--- src/rtl/operand_stack_if.sv ---
// operand_stack_if: command/data bundle between an execution unit and operand_stack.
//   master : drives cmd, push_data, wb0, wb1, clr_err; observes stack outputs.
//   slave  : the stack itself; consumes commands, drives stack0, stack1, count,
//            empty, full, ovf_err, udf_err.
interface operand_stack_if;
  logic [2:0] cmd;        // 0 NOP,1 PUSH,2 POP,3 POP2,4 WB,5 WBPOP,6 DUP,7 SWAP
  logic [7:0] push_data;
  logic [7:0] wb0;        // write-back for top entry
  logic [7:0] wb1;        // write-back for second entry
  logic       clr_err;
  logic [7:0] stack0;
  logic [7:0] stack1;
  logic [3:0] count;
  logic       empty;
  logic       full;
  logic       ovf_err;
  logic       udf_err;

  modport master (
    output cmd, push_data, wb0, wb1, clr_err,
    input  stack0, stack1, count, empty, full, ovf_err, udf_err
  );

  modport slave (
    input  cmd, push_data, wb0, wb1, clr_err,
    output stack0, stack1, count, empty, full, ovf_err, udf_err
  );
endinterface

--- src/rtl/operand_stack.sv ---
// operand_stack: DEPTH x 8-bit LIFO operand stack with ALU write-back support.
//   i_clk : clock, all state updates on rising edge
//   i_rst : asynchronous active-high reset (clears count and error flags)
//   bus   : operand_stack_if.slave -- command inputs and stack/status outputs
// stack0/stack1 expose the top two entries combinationally; illegal commands
// are no-ops that set sticky ovf_err/udf_err.
module operand_stack #(
  parameter int unsigned DEPTH = 8
) (
  input  logic           i_clk,
  input  logic           i_rst,
  operand_stack_if.slave bus
);
  localparam int unsigned IdxW   = $clog2(DEPTH);
  localparam logic [3:0]  DepthC = 4'(DEPTH);

  localparam logic [2:0] CmdNop   = 3'd0;
  localparam logic [2:0] CmdPush  = 3'd1;
  localparam logic [2:0] CmdPop   = 3'd2;
  localparam logic [2:0] CmdPop2  = 3'd3;
  localparam logic [2:0] CmdWb    = 3'd4;
  localparam logic [2:0] CmdWbPop = 3'd5;
  localparam logic [2:0] CmdDup   = 3'd6;
  localparam logic [2:0] CmdSwap  = 3'd7;

  logic [7:0]      r_mem [DEPTH];
  logic [3:0]      r_count;
  logic            r_ovf;
  logic            r_udf;

  logic [IdxW-1:0] w_top_idx;
  logic [IdxW-1:0] w_sec_idx;
  logic [IdxW-1:0] w_wr_idx;
  logic            w_has1;
  logic            w_has2;
  logic            w_full;
  logic            w_ok;
  logic            w_ovf_set;
  logic            w_udf_set;
  logic [3:0]      w_count_d;

  // Indices wrap when count is 0/1/DEPTH; they are only used when the command is legal.
  assign w_top_idx = IdxW'(r_count - 4'd1);
  assign w_sec_idx = IdxW'(r_count - 4'd2);
  assign w_wr_idx  = IdxW'(r_count);
  assign w_has1    = (r_count >= 4'd1);
  assign w_has2    = (r_count >= 4'd2);
  assign w_full    = (r_count == DepthC);

  // Legality check and error classification for the sampled command.
  always_comb begin
    w_ok      = 1'b0;
    w_ovf_set = 1'b0;
    w_udf_set = 1'b0;
    unique case (bus.cmd)
      CmdNop:  w_ok = 1'b1;
      CmdPush: begin
        w_ok      = !w_full;
        w_ovf_set = w_full;
      end
      CmdPop: begin
        w_ok      = w_has1;
        w_udf_set = !w_has1;
      end
      CmdPop2, CmdWb, CmdWbPop, CmdSwap: begin
        w_ok      = w_has2;
        w_udf_set = !w_has2;
      end
      CmdDup: begin
        // Empty outranks full so DUP with nothing to copy reports underflow.
        w_ok      = w_has1 && !w_full;
        w_udf_set = !w_has1;
        w_ovf_set = w_has1 && w_full;
      end
      default: ;
    endcase
  end

  always_comb begin
    w_count_d = r_count;
    if (w_ok) begin
      unique case (bus.cmd)
        CmdPush, CmdDup:  w_count_d = r_count + 4'd1;
        CmdPop, CmdWbPop: w_count_d = r_count - 4'd1;
        CmdPop2:          w_count_d = r_count - 4'd2;
        default:          w_count_d = r_count;
      endcase
    end
  end

  always_ff @(posedge i_clk or posedge i_rst) begin
    if (i_rst) begin
      r_count <= 4'd0;
      r_ovf   <= 1'b0;
      r_udf   <= 1'b0;
    end else begin
      r_count <= w_count_d;
      // Set wins over a same-edge clear.
      r_ovf   <= (r_ovf & ~bus.clr_err) | w_ovf_set;
      r_udf   <= (r_udf & ~bus.clr_err) | w_udf_set;
    end
  end

  // Array has no reset: slots at or above count are never observed, and
  // while reset holds count at 0 any write here is invisible.
  always_ff @(posedge i_clk) begin
    if (w_ok) begin
      unique case (bus.cmd)
        CmdPush: r_mem[w_wr_idx] <= bus.push_data;
        CmdDup:  r_mem[w_wr_idx] <= r_mem[w_top_idx];
        CmdWb: begin
          r_mem[w_top_idx] <= bus.wb0;
          r_mem[w_sec_idx] <= bus.wb1;
        end
        CmdWbPop: r_mem[w_sec_idx] <= bus.wb0;
        CmdSwap: begin
          r_mem[w_top_idx] <= r_mem[w_sec_idx];
          r_mem[w_sec_idx] <= r_mem[w_top_idx];
        end
        default: ;
      endcase
    end
  end

  assign bus.stack0  = w_has1 ? r_mem[w_top_idx] : 8'h00;
  assign bus.stack1  = w_has2 ? r_mem[w_sec_idx] : 8'h00;
  assign bus.count   = r_count;
  assign bus.empty   = (r_count == 4'd0);
  assign bus.full    = w_full;
  assign bus.ovf_err = r_ovf;
  assign bus.udf_err = r_udf;
endmodule
--- src/flat_wrapper.sv ---
// flat-port wrapper written by rule: the top's interface ports become plain ports
module operand_stack_flat 
#(
  parameter int unsigned DEPTH = 8
)
  (i_clk, i_rst, bus_cmd, bus_push_data, bus_wb0, bus_wb1, bus_clr_err, bus_stack0, bus_stack1, bus_count, bus_empty, bus_full, bus_ovf_err, bus_udf_err);
  operand_stack_if bus_i ();
  input  logic i_clk;
  input  logic i_rst;
  input wire logic [$bits(bus_i.cmd)-1:0] bus_cmd;
  input wire logic [$bits(bus_i.push_data)-1:0] bus_push_data;
  input wire logic [$bits(bus_i.wb0)-1:0] bus_wb0;
  input wire logic [$bits(bus_i.wb1)-1:0] bus_wb1;
  input wire logic [$bits(bus_i.clr_err)-1:0] bus_clr_err;
  output wire logic [$bits(bus_i.stack0)-1:0] bus_stack0;
  output wire logic [$bits(bus_i.stack1)-1:0] bus_stack1;
  output wire logic [$bits(bus_i.count)-1:0] bus_count;
  output wire logic [$bits(bus_i.empty)-1:0] bus_empty;
  output wire logic [$bits(bus_i.full)-1:0] bus_full;
  output wire logic [$bits(bus_i.ovf_err)-1:0] bus_ovf_err;
  output wire logic [$bits(bus_i.udf_err)-1:0] bus_udf_err;
  assign bus_i.cmd = bus_cmd;
  assign bus_i.push_data = bus_push_data;
  assign bus_i.wb0 = bus_wb0;
  assign bus_i.wb1 = bus_wb1;
  assign bus_i.clr_err = bus_clr_err;
  assign bus_stack0 = bus_i.stack0;
  assign bus_stack1 = bus_i.stack1;
  assign bus_count = bus_i.count;
  assign bus_empty = bus_i.empty;
  assign bus_full = bus_i.full;
  assign bus_ovf_err = bus_i.ovf_err;
  assign bus_udf_err = bus_i.udf_err;
  operand_stack #(.DEPTH(DEPTH)) u_core (.i_clk(i_clk), .i_rst(i_rst), .bus(bus_i));
endmodule
--- config.mk ---
export PLATFORM = sky130hd
export DESIGN_NAME = operand_stack_flat
export DESIGN_NICKNAME = d
export VERILOG_FILES = /design/src/rtl/operand_stack_if.sv /design/src/rtl/operand_stack.sv /design/src/flat_wrapper.sv
export SDC_FILE = /design/constraint.sdc
export NUM_CORES = 1
export LEC_CHECK = 0
export CAP_MARGIN = 20
export CORE_MARGIN = 4
export CORE_UTILIZATION = 50
export DETAILED_ROUTE_END_ITERATION = 6
export HOLD_SLACK_MARGIN = 0.06
export PLACE_DENSITY = 0.71
export SLEW_MARGIN = 15
export SYNTH_ARGS = -nofsm -noshare
export SYNTH_HDL_FRONTEND = slang
export SYNTH_SLANG_ARGS = --single-unit
--- constraint.sdc ---
create_clock -name i_clk -period 7.2 [get_ports i_clk]
set_input_delay 1.08 -clock i_clk [delete_from_list [all_inputs] [get_ports i_clk]]
set_output_delay 1.08 -clock i_clk [all_outputs]
set_load 0.02 [all_outputs]
### Word-level counts from Yosys, hierarchy flattened

Memory sizes are Yosys's and may differ from the RTL's.
Index checks and enable logic that the tools add are counted.

| cells by class | value |
|---|---|
| add/sub/neg operators | 3 |
| magnitude comparators | 2 |
| equal/unequal tests | 8 |
| multiplexer cells | 28 |
| bitwise logic cells | 9 |
| reduce and logical (&&, ||, !) cells | 14 |

Operator list:

| kind | number |
|---|---|
| 8-bit 2-to-1 mux | 7 |
| 1-bit 2-to-1 mux | 16 |
| 3-bit equality test, second input constant | 4 |
| 4-bit one-hot mux with 3 select lines | 1 |
| 8-bit OR reduction | 1 |
| 3-bit by 2-bit equality test with 1-bit output, second input constant | 2 |
| 1-bit bitwise OR | 6 |
| 2-bit OR reduction | 3 |
| 1-bit one-hot mux with 5 select lines | 1 |
| 4-bit by 1-bit adder with 4-bit output, second input constant | 1 |
| 4-bit equality test, second input constant | 1 |
| 4-bit by 1-bit greater-or-equal comparator with 1-bit output, second input constant | 1 |
| 4-bit by 2-bit greater-or-equal comparator with 1-bit output, second input constant | 1 |
| 4-bit zero test | 1 |
| 1-bit one-hot mux with 2 select lines | 2 |
| 4-bit OR reduction | 1 |
| 4-bit by 1-bit subtractor with 4-bit output, second input constant | 1 |
| 4-bit by 2-bit subtractor with 4-bit output, second input constant | 1 |
| 3-bit by 1-bit equality test with 1-bit output, second input constant | 1 |
| 1-bit zero test | 3 |
| 3-bit zero test | 1 |
| 3-bit 2-to-1 mux | 1 |
| 3-bit nonzero test | 1 |
| 1-bit AND | 2 |
| other kinds (3) | 4 |

| word-level totals | value |
|---|---|
| flip-flop bits (word level) | 6 |
| bits in writable memories | 64 |
| output and inout port bits | 24 |
| word-level logic and storage cells | 68 |
| memories kept | 1 |

Memories:

| name | words | width | read ports | clocked after Yosys merged registers in | write ports | line | source |
|---|---|---|---|---|---|---|---|
| u_core.r_mem | 8 | 8 | 2 | 0 | 2 | operand_stack.sv:26 | `logic [7:0] r_mem [DEPTH];` |

### Longest topological paths before layout

Gate-level depths: netlist (run 1).

| depth | value |
|---|---|
| depth in word-level cells | 9 |
| mapped depth | 11 |

### Worst setup path before layout (run 1)

No wires, ideal clock.

| timing path | value |
|---|---|
| kind | flip-flop to output port |
| from | register u_core.r_count[2] (netlist: u_core.bus.count[2]) |
| to | output bus_stack1[1] |
| arrival time | 2.884 ns |
| path slack | 3.236 ns |
| stages on the path, launching flop included | 8 |
| path through | dfrtp_1 -> clkbuf_1 -> inv_1 -> ha_1 -> buf_2 -> clkbuf_1 -> a211oi_1 -> nor4b_1 |

| between the ends | value |
|---|---|
| word-level cells in the longest chain between the ends | 3 |
| elaborated cells on any way between the ends | 4 |

Ends and longest elaborated chain:

| element | line | source |
|---|---|---|
| from (decl) | operand_stack.sv:27 | `logic [3:0] r_count;` |
| from (signal assigned) | operand_stack.sv:97 | `r_count <= w_count_d;` |
| 4-bit by 2-bit subtractor with 4-bit output | operand_stack.sv:44 | `assign w_sec_idx = IdxW'(r_count - 4'd2);` |
| memory read 8 x 8 bit | n/a |  |
| 8-bit 2-to-1 mux (*) | operand_stack.sv:126 | `assign bus.stack1 = w_has2 ? r_mem[w_sec_idx] : 8'h00;` |
| to (decl) | flat_wrapper.sv:16 | `output wire logic [$bits(bus_i.stack1)-1:0] bus_stack1;` |

Every way passes the cells marked *; elsewhere a longest branch is shown, timed or not.

### Worst setup path in the final report (run 1)

| timing path | value |
|---|---|
| from | register u_core.r_count[1] (netlist: u_core.bus.count[1]) |
| to | output bus_stack1[5] |

The elaborated chain is that of the path after synthesis.

==> run_results.csv, run 1 <==
group,metric,value,unit
routing,antenna_violating_nets_post_route,0,
setup_path,critical_path_class,"reg -> out",
cts,ctsHoldBuffers,0,
power_and_ir_drop,switching_share,45.9,%
floorplan,die_width,112,um
final_layout,layoutNonFillerInstCount,648,
yosys,synth.distinct_cells,60,
floorplan,num_rows,37,
hold_path,hold_path.startpoint,"u_core.bus.ovf_err",
power_and_ir_drop,power.density_cell_area,500,nW/um^2
power_and_ir_drop,vdd_drop_max,0.000267,V
cts,cts_tree,"built",
setup_path,path_max_fanout,23,
setup_path,critPathCaptureType,"output port",
run,timing.max_cap.violations,0,
yosys,post-synth-top-area-cell,"sky130_fd_sc_hd__edfxtp_1",
yosys,synth_sequential_area_ratio,38.4,%
power_and_ir_drop,sequentialPowerShare,22.3,%
cts,ctsLongestPathBuffers,2,
cts,htreeDepth,3,
timing,max_slew_margin,28.9,%
floorplan,starting_utilization_of_the_core_area,51.8,%
power_and_ir_drop,switchingPower,1.44,mW
cts,cts.reportedPaths.clkPinSlew,0.09,ns
yosys,ys_async_rst_share,8.57,%
yosys,synth.cell_area,5400,um^2
timing,period_needed,5.43,ns
final_layout,final_nets,547,
floorplan,chipHeight,112,um
timing,setup_viol_count_final,0,
global_routing,vias_in_the_first_global_route,4256,
hold_path,worst_hold_path.num_cells,2,
yosys,synthesis.nets,497,
timing,worst_hold_slack,0.544,ns
timing,finalSetupTns,0,ns
hold_path,worst_hold_path_type,"reg -> reg",
timing,measured_slew_at_the_worst_slew_check_pin,1.06,ns
setup_path,worst-endpoint-required,6.12,ns
cts,inserted_clock_buffers,9,
yosys,synth_flop_cell,"sky130_fd_sc_hd__edfxtp_1",
final_layout,syn2layout_area_growth,16.5,%
timing,fin_ws,1.77,ns
setup_path,worstRegToRegCells,8,
setup_path,r2r_start,"u_core.bus.count[1]",
yosys,synthTopCellsByArea,"sky130_fd_sc_hd__edfxtp_1, sky130_fd_sc_hd__mux2i_1, sky130_fd_sc_hd__mux2_2",
routing,detail_route.iter0.violations,375,
power_and_ir_drop,leakagePower,2.57,nW
timing,timing.fmax,184,MHz
final_layout,share_of_post_route_cells_with_drive_strength_above_1,18.6,%
placed_design,dp.cells,631,
power_and_ir_drop,p_clk_share,10.8,%
timing,rsz0062_at_grt,"false",
cts,cts_num_sinks,70,
power_and_ir_drop,post-layout-total-power,3.14,mW
setup_path,timing.critical_path.arrival,4.35,ns
yosys,number_of_synthesized_flops_with_an_enable_pin,64,
global_routing,grt_overflow_total,0,
setup_path,regToRegEndpoint,"u_core.r_mem[4][4]",
final_layout,n_antenna_cell,0,
setup_path,regToRegSetupSlack,2.82,ns
timing,pins_over_their_slew_limit,0,
floorplan,design.core.area,10400,um^2
cts,clock_root_cell,"sky130_fd_sc_hd__clkbuf_8",
routing,drt_pass_1_iters,6,
yosys,share_of_the_synthesized_area_in_the_top_cell_type,35.6,%
global_routing,global_route.usage.total,25.4,%
final_layout,final_common_cell,"sky130_fd_sc_hd__mux2i_1",
routing,drcViolationCount,0,
placed_design,detailed_placement_wirelength_estimate,10700,um
floorplan,design.die.area,12500,um^2
power_and_ir_drop,p_int,1.70,mW
global_routing,grt_antenna_before_repair,0,
placed_design,port_buffers,53,
yosys,ys_ff_latch,70,
timing,min_period_over_period,75.4,%
yosys,synthesis.yosys.warnings,0,
power_and_ir_drop,p_comb_share,66.9,%
hold_path,min_to,"u_core.bus.ovf_err",
cts,post_cts_resize_count,0,
placed_design,gp_congestion,0.917,
cts,clock_insertion_delay_worst_skew,0.35,ns
yosys,avgSynthCellArea,11.8,um^2
routing,post_drt_via_cell_ratio,6.46,
setup_path,startpoint_type,"flip-flop",
timing,post_route_clock_skew,0.0117,ns
routing,total_routed_wirelength,15900,um
timing,final_hold_viol_count,0,
routing,routed-via-count,4188,
final_layout,commonest_cells_after_routing_fill_and_taps_aside,"sky130_fd_sc_hd__mux2i_1, sky130_fd_sc_hd__edfxtp_1, sky130_fd_sc_hd__clkdlybuf4s50_1, sky130_fd_sc_hd__nor2_1, sky130_fd_sc_hd__mux2_2",
placed_design,pre_cts_ws,2.12,ns
global_routing,wire_length_of_the_first_global_routing_pass,24500,um
floorplan,pin_count,54,
cts,cts_setup_buffers,0,
global_routing,grt_max_degree,41,
yosys,syn-instance-count,457,
run_status,status,"finished clean",
routing,post_drt_wl_per_cell,24.5,um
[through the flow]
step / area [um^2] / utilization, %
after floorplan: 5400 / -
after global placement: 6060 / 58.2
after detailed placement: 6060 / 58.2
after CTS: 6270 / 60.2
after global routing: 6290 / 60.3
final: 6290 / 60.3
[critical path: stages (launching register included)]
cell and delay, ns:
sky130_fd_sc_hd__dfrtp_1 0.82, sky130_fd_sc_hd__inv_1 0.41, sky130_fd_sc_hd__ha_1 0.89, sky130_fd_sc_hd__buf_4 0.43
sky130_fd_sc_hd__mux2_2 0.22, sky130_fd_sc_hd__o22ai_1 0.09, sky130_fd_sc_hd__nor4b_1 0.43, sky130_fd_sc_hd__clkdlybuf4s50_1 0.69
[logic make-up after synthesis]
family / count (synthesis) / synth area share (%)
flip-flops: 70 / 38.4
multiplexers: 132 / 27.1
AO/OA/AOI/OAI: 79 / 13.5
adder cells (fa/ha/maj): 10 / 2.32
XOR/XNOR: 4 / 0.997
buffers and inverters: 33 / 2.85
AND/OR/NAND/NOR: 129 / 14.8
[layout make-up]
cell class / instances / area, um^2
Clock buffer: 9 / 124
Inverter: 8 / 30.0
Sequential cell: 70 / 2070
Timing Repair Buffer: 64 / 626
Fill cell: 865 / 4130
Tap cell: 136 / 170
Clock inverter: 7 / 82.6
Multi-Input combinational cell: 354 / 3180
[synth_stat cells (3+ instances only)]
cell type	n
sky130_fd_sc_hd__nor4b_1	12
sky130_fd_sc_hd__o21ai_0	16
sky130_fd_sc_hd__a21oi_2	7
sky130_fd_sc_hd__inv_1	8
sky130_fd_sc_hd__nor2b_1	11
sky130_fd_sc_hd__and3_1	3
sky130_fd_sc_hd__a2bb2oi_1	10
sky130_fd_sc_hd__nand2b_1	4
sky130_fd_sc_hd__a211oi_1	8
sky130_fd_sc_hd__nand3_1	8
sky130_fd_sc_hd__edfxtp_1	64
sky130_fd_sc_hd__ha_1	10
sky130_fd_sc_hd__nor2_1	26
sky130_fd_sc_hd__nand2_2	4
sky130_fd_sc_hd__nor3b_1	11
sky130_fd_sc_hd__nor2_2	8
sky130_fd_sc_hd__nor3_1	5
sky130_fd_sc_hd__mux2i_1	100
sky130_fd_sc_hd__mux4_2	8
sky130_fd_sc_hd__mux2_2	23
sky130_fd_sc_hd__dfrtp_1	6
sky130_fd_sc_hd__and3b_1	8
sky130_fd_sc_hd__a2111oi_4	7
sky130_fd_sc_hd__buf_2	12
sky130_fd_sc_hd__clkbuf_1	8
sky130_fd_sc_hd__nand2_1	17
sky130_fd_sc_hd__o2bb2ai_1	3
sky130_fd_sc_hd__o22ai_1	8
sky130_fd_sc_hd__a21oi_1	5
[worst max path at each step]
stage | cells after the start | slack [ns] | to | startpoint
floorplan | 7 | 3.24 | bus_stack1[1] | u_core.bus.count[2]
global placement | 6 | 2.25 | bus_stack0[5] | u_core.bus.count[0]
detailed placement | 6 | 2.12 | bus_stack0[4] | u_core.bus.count[0]
CTS | 6 | 1.73 | bus_stack0[4] | u_core.bus.count[0]
global route | 7 | 1.60 | bus_stack1[5] | u_core.bus.count[2]
finish | 7 | 1.77 | bus_stack1[5] | u_core.bus.count[1]
[routing by layer]
layer | share of wire, % | track usage [%]
met5 | 0 | 0
met4 | 2.5 | 8.27
met3 | 7.3 | 4.35
met2 | 48 | 41.8
met1 | 42 | 34.3
[state kept, by name, summed over array words and instances, names as in the netlist]
signal              cells
u_core.bus.udf_err      1
u_core.r_mem           64
u_core.bus.count        4
u_core.bus.ovf_err      1
[power by group through the flow]
stage	clock network, mW	registers, mW	logic, mW
2_1_floorplan	0	0.670	1.45
3_3_place_gp	0	0.702	2.04
3_5_place_dp	0	0.705	2.07
4_1_cts	0.338	0.696	2.08
5_1_grt	0.358	0.711	2.24
6_report	0.340	0.700	2.10
(Power assumes the default switching activity.)
==> run 2: changes to the inputs <==
--- a/config.mk
+++ b/config.mk
@@ -10,7 +10,7 @@
 export CORE_UTILIZATION = 50
 export DETAILED_ROUTE_END_ITERATION = 6
 export HOLD_SLACK_MARGIN = 0.06
-export PLACE_DENSITY = 0.71
+export PLACE_DENSITY = 0.74
 export SLEW_MARGIN = 15
 export SYNTH_ARGS = -nofsm -noshare
 export SYNTH_HDL_FRONTEND = slang
==> constraint.sdc (replaced) <==
create_clock -name i_clk -period 4.9 [get_ports i_clk]
set_input_delay 0.735 -clock i_clk [delete_from_list [all_inputs] [get_ports i_clk]]
set_output_delay 0.735 -clock i_clk [all_outputs]
set_load 0.02 [all_outputs]
==> run_results.csv, run 2 (same netlist as run 1, synthesis figures left out) <==
group,metric,value,unit
timing,fin_ws,0.702,ns
cts,inserted_clock_buffers,9,
floorplan,pin_count,54,
power_and_ir_drop,sequentialPowerShare,20.5,%
power_and_ir_drop,switching_share,45.3,%
setup_path,timing.critical_path.arrival,3.46,ns
placed_design,detailed_place.area,6200,um^2
power_and_ir_drop,vdd_drop_max,0.000484,V
routing,post_drt_wl_per_cell,25.1,um
cts,cts_num_sinks,70,
timing,post_route_clock_skew,0.00913,ns
global_routing,grt_overflow_total,0,
power_and_ir_drop,p_int,2.58,mW
run_status,status,"finished clean",
power_and_ir_drop,p_comb_share,68.1,%
final_layout,final_nets,566,
setup_path,worst-endpoint-required,4.16,ns
global_routing,grt_antenna_before_repair,0,
power_and_ir_drop,switchingPower,2.14,mW
setup_path,startpoint_type,"flip-flop",
timing,final_hold_viol_count,0,
placed_design,detailed_placement_wirelength_estimate,11500,um
final_layout,final_common_cell,"sky130_fd_sc_hd__mux2i_1",
timing,max_slew_margin,29.2,%
global_routing,wire_length_of_the_first_global_routing_pass,25400,um
final_layout,syn2layout_area_growth,19.0,%
routing,total_routed_wirelength,16700,um
global_routing,grt_max_degree,29,
floorplan,design.die.area,12500,um^2
placed_design,dp.cells,651,
routing,antenna_violating_nets_post_route,0,
routing,post_drt_via_cell_ratio,6.48,
cts,htreeDepth,3,
final_layout,share_of_post_route_cells_with_drive_strength_above_1,21.3,%
timing,setup_viol_count_final,0,
placed_design,port_buffers,53,
routing,drt_pass_1_iters,5,
setup_path,critical_path_class,"reg -> out",
floorplan,die_width,112,um
final_layout,n_antenna_cell,0,
timing,timing.fmax,238,MHz
final_layout,number_of_fillers_in_the_final_layout,831,
setup_path,critPathCaptureType,"output port",
final_layout,final_design_area_no_fill,6420,um^2
global_routing,global_route.usage.total,26.7,%
timing,rsz0062_at_grt,"false",
cts,clock_insertion_delay_worst_skew,0.36,ns
floorplan,starting_utilization_of_the_core_area,51.8,%
floorplan,num_rows,37,
cts,ctsHoldBuffers,0,
global_routing,vias_in_the_first_global_route,4387,
placed_design,gp_congestion,0.914,
hold_path,worst_hold_path_type,"reg -> reg",
cts,cts_tree,"built",
floorplan,chipHeight,112,um
final_layout,fin_util,61.6,%
final_layout,flip_flop_count_of_the_largest_register_after_layout,64,
power_and_ir_drop,leakagePower,2.67,nW
cts,ctsLongestPathBuffers,2,
timing,measured_slew_at_the_worst_slew_check_pin,1.06,ns
routing,drcViolationCount,0,
setup_path,path_max_fanout,27,
power_and_ir_drop,power.density_cell_area,736,nW/um^2
timing,min_period_over_period,85.7,%
cts,clock_root_cell,"sky130_fd_sc_hd__clkbuf_8",
routing,routed-via-count,4324,
routing,detail_route.iter0.violations,490,
final_layout,top_register,"u_core.r_mem",
placed_design,pre_cts_ws,1.08,ns
final_layout,commonest_cells_after_routing_fill_and_taps_aside,"sky130_fd_sc_hd__mux2i_1, sky130_fd_sc_hd__edfxtp_1, sky130_fd_sc_hd__clkdlybuf4s50_1, sky130_fd_sc_hd__buf_4, sky130_fd_sc_hd__nor2_1",
cts,cts.reportedPaths.clkPinSlew,0.08,ns
cts,post_cts_resize_count,0,
run,timing.max_cap.violations,0,
timing,finalSetupTns,0,ns
final_layout,layoutNonFillerInstCount,667,
timing,period_needed,4.20,ns
timing,pins_over_their_slew_limit,0,
cts,cts_setup_buffers,0,
power_and_ir_drop,p_clk_share,11.4,%
floorplan,design.core.area,10400,um^2
[run 2: through the flow]
stage,hold WS [ns],power (mW)
final,0.552,4.73
after global routing,0.596,4.95
after CTS,0.564,4.70
after detailed placement,0.552,4.16
after global placement,0.536,4.09
after floorplan,0.526,3.11
[run 2: per-layer routing]
layer | global-route usage, % | wire length, um
met1 | 34.0 | 6650
met2 | 43.6 | 8000
met3 | 6.03 | 1490
met4 | 11.2 | 588
met5 | 0 | 0
[run 2: critical path, cell delays in order (launching register included)]
cell and delay, ns:
sky130_fd_sc_hd__dfrtp_1 0.33, sky130_fd_sc_hd__buf_4 0.24, sky130_fd_sc_hd__inv_1 0.23, sky130_fd_sc_hd__ha_2 0.43
sky130_fd_sc_hd__buf_4 0.42, sky130_fd_sc_hd__mux2i_1 0.16, sky130_fd_sc_hd__mux4_2 0.55, sky130_fd_sc_hd__nor2_1 0.12
sky130_fd_sc_hd__clkdlybuf4s50_1 0.61
[run 2: layout make-up]
cell class	count	area [um^2]	area share, %
clock buffers	10	128	1.99
repair buffers	83	753	11.7
inverters	8	30.0	0.468
flip-flops and latches	70	2070	32.3
multi-input cells	354	3170	49.4
well taps	136	170	2.65
clock inverters	6	93.8	1.46
[run 2: power by group through the flow]
stage / sequential [mW] / combinational (mW) / clock (mW)
floorplan: 0.984 / 2.13 / 0
global placement: 0.974 / 3.12 / 0
detailed placement: 0.977 / 3.18 / 0
CTS: 0.965 / 3.19 / 0.538
global route: 0.981 / 3.41 / 0.562
finish: 0.967 / 3.22 / 0.538
[run 2: path summary, 6_finish.rpt]
path                                     start             endpoint  slack, ns  cells past startpoint
max                        u_core.bus.count[1]        bus_stack0[5]       0.70                      8
min                         u_core.bus.ovf_err   u_core.bus.ovf_err       0.55                      2
max reg2reg                u_core.bus.count[0]   u_core.r_mem[4][7]       1.14                     10
min reg2reg                 u_core.bus.ovf_err   u_core.bus.ovf_err       0.55                      2
max in group asynchronous                i_rst  u_core.bus.count[0]       4.12                      2
min in group asynchronous                i_rst  u_core.bus.count[1]       0.59                      2
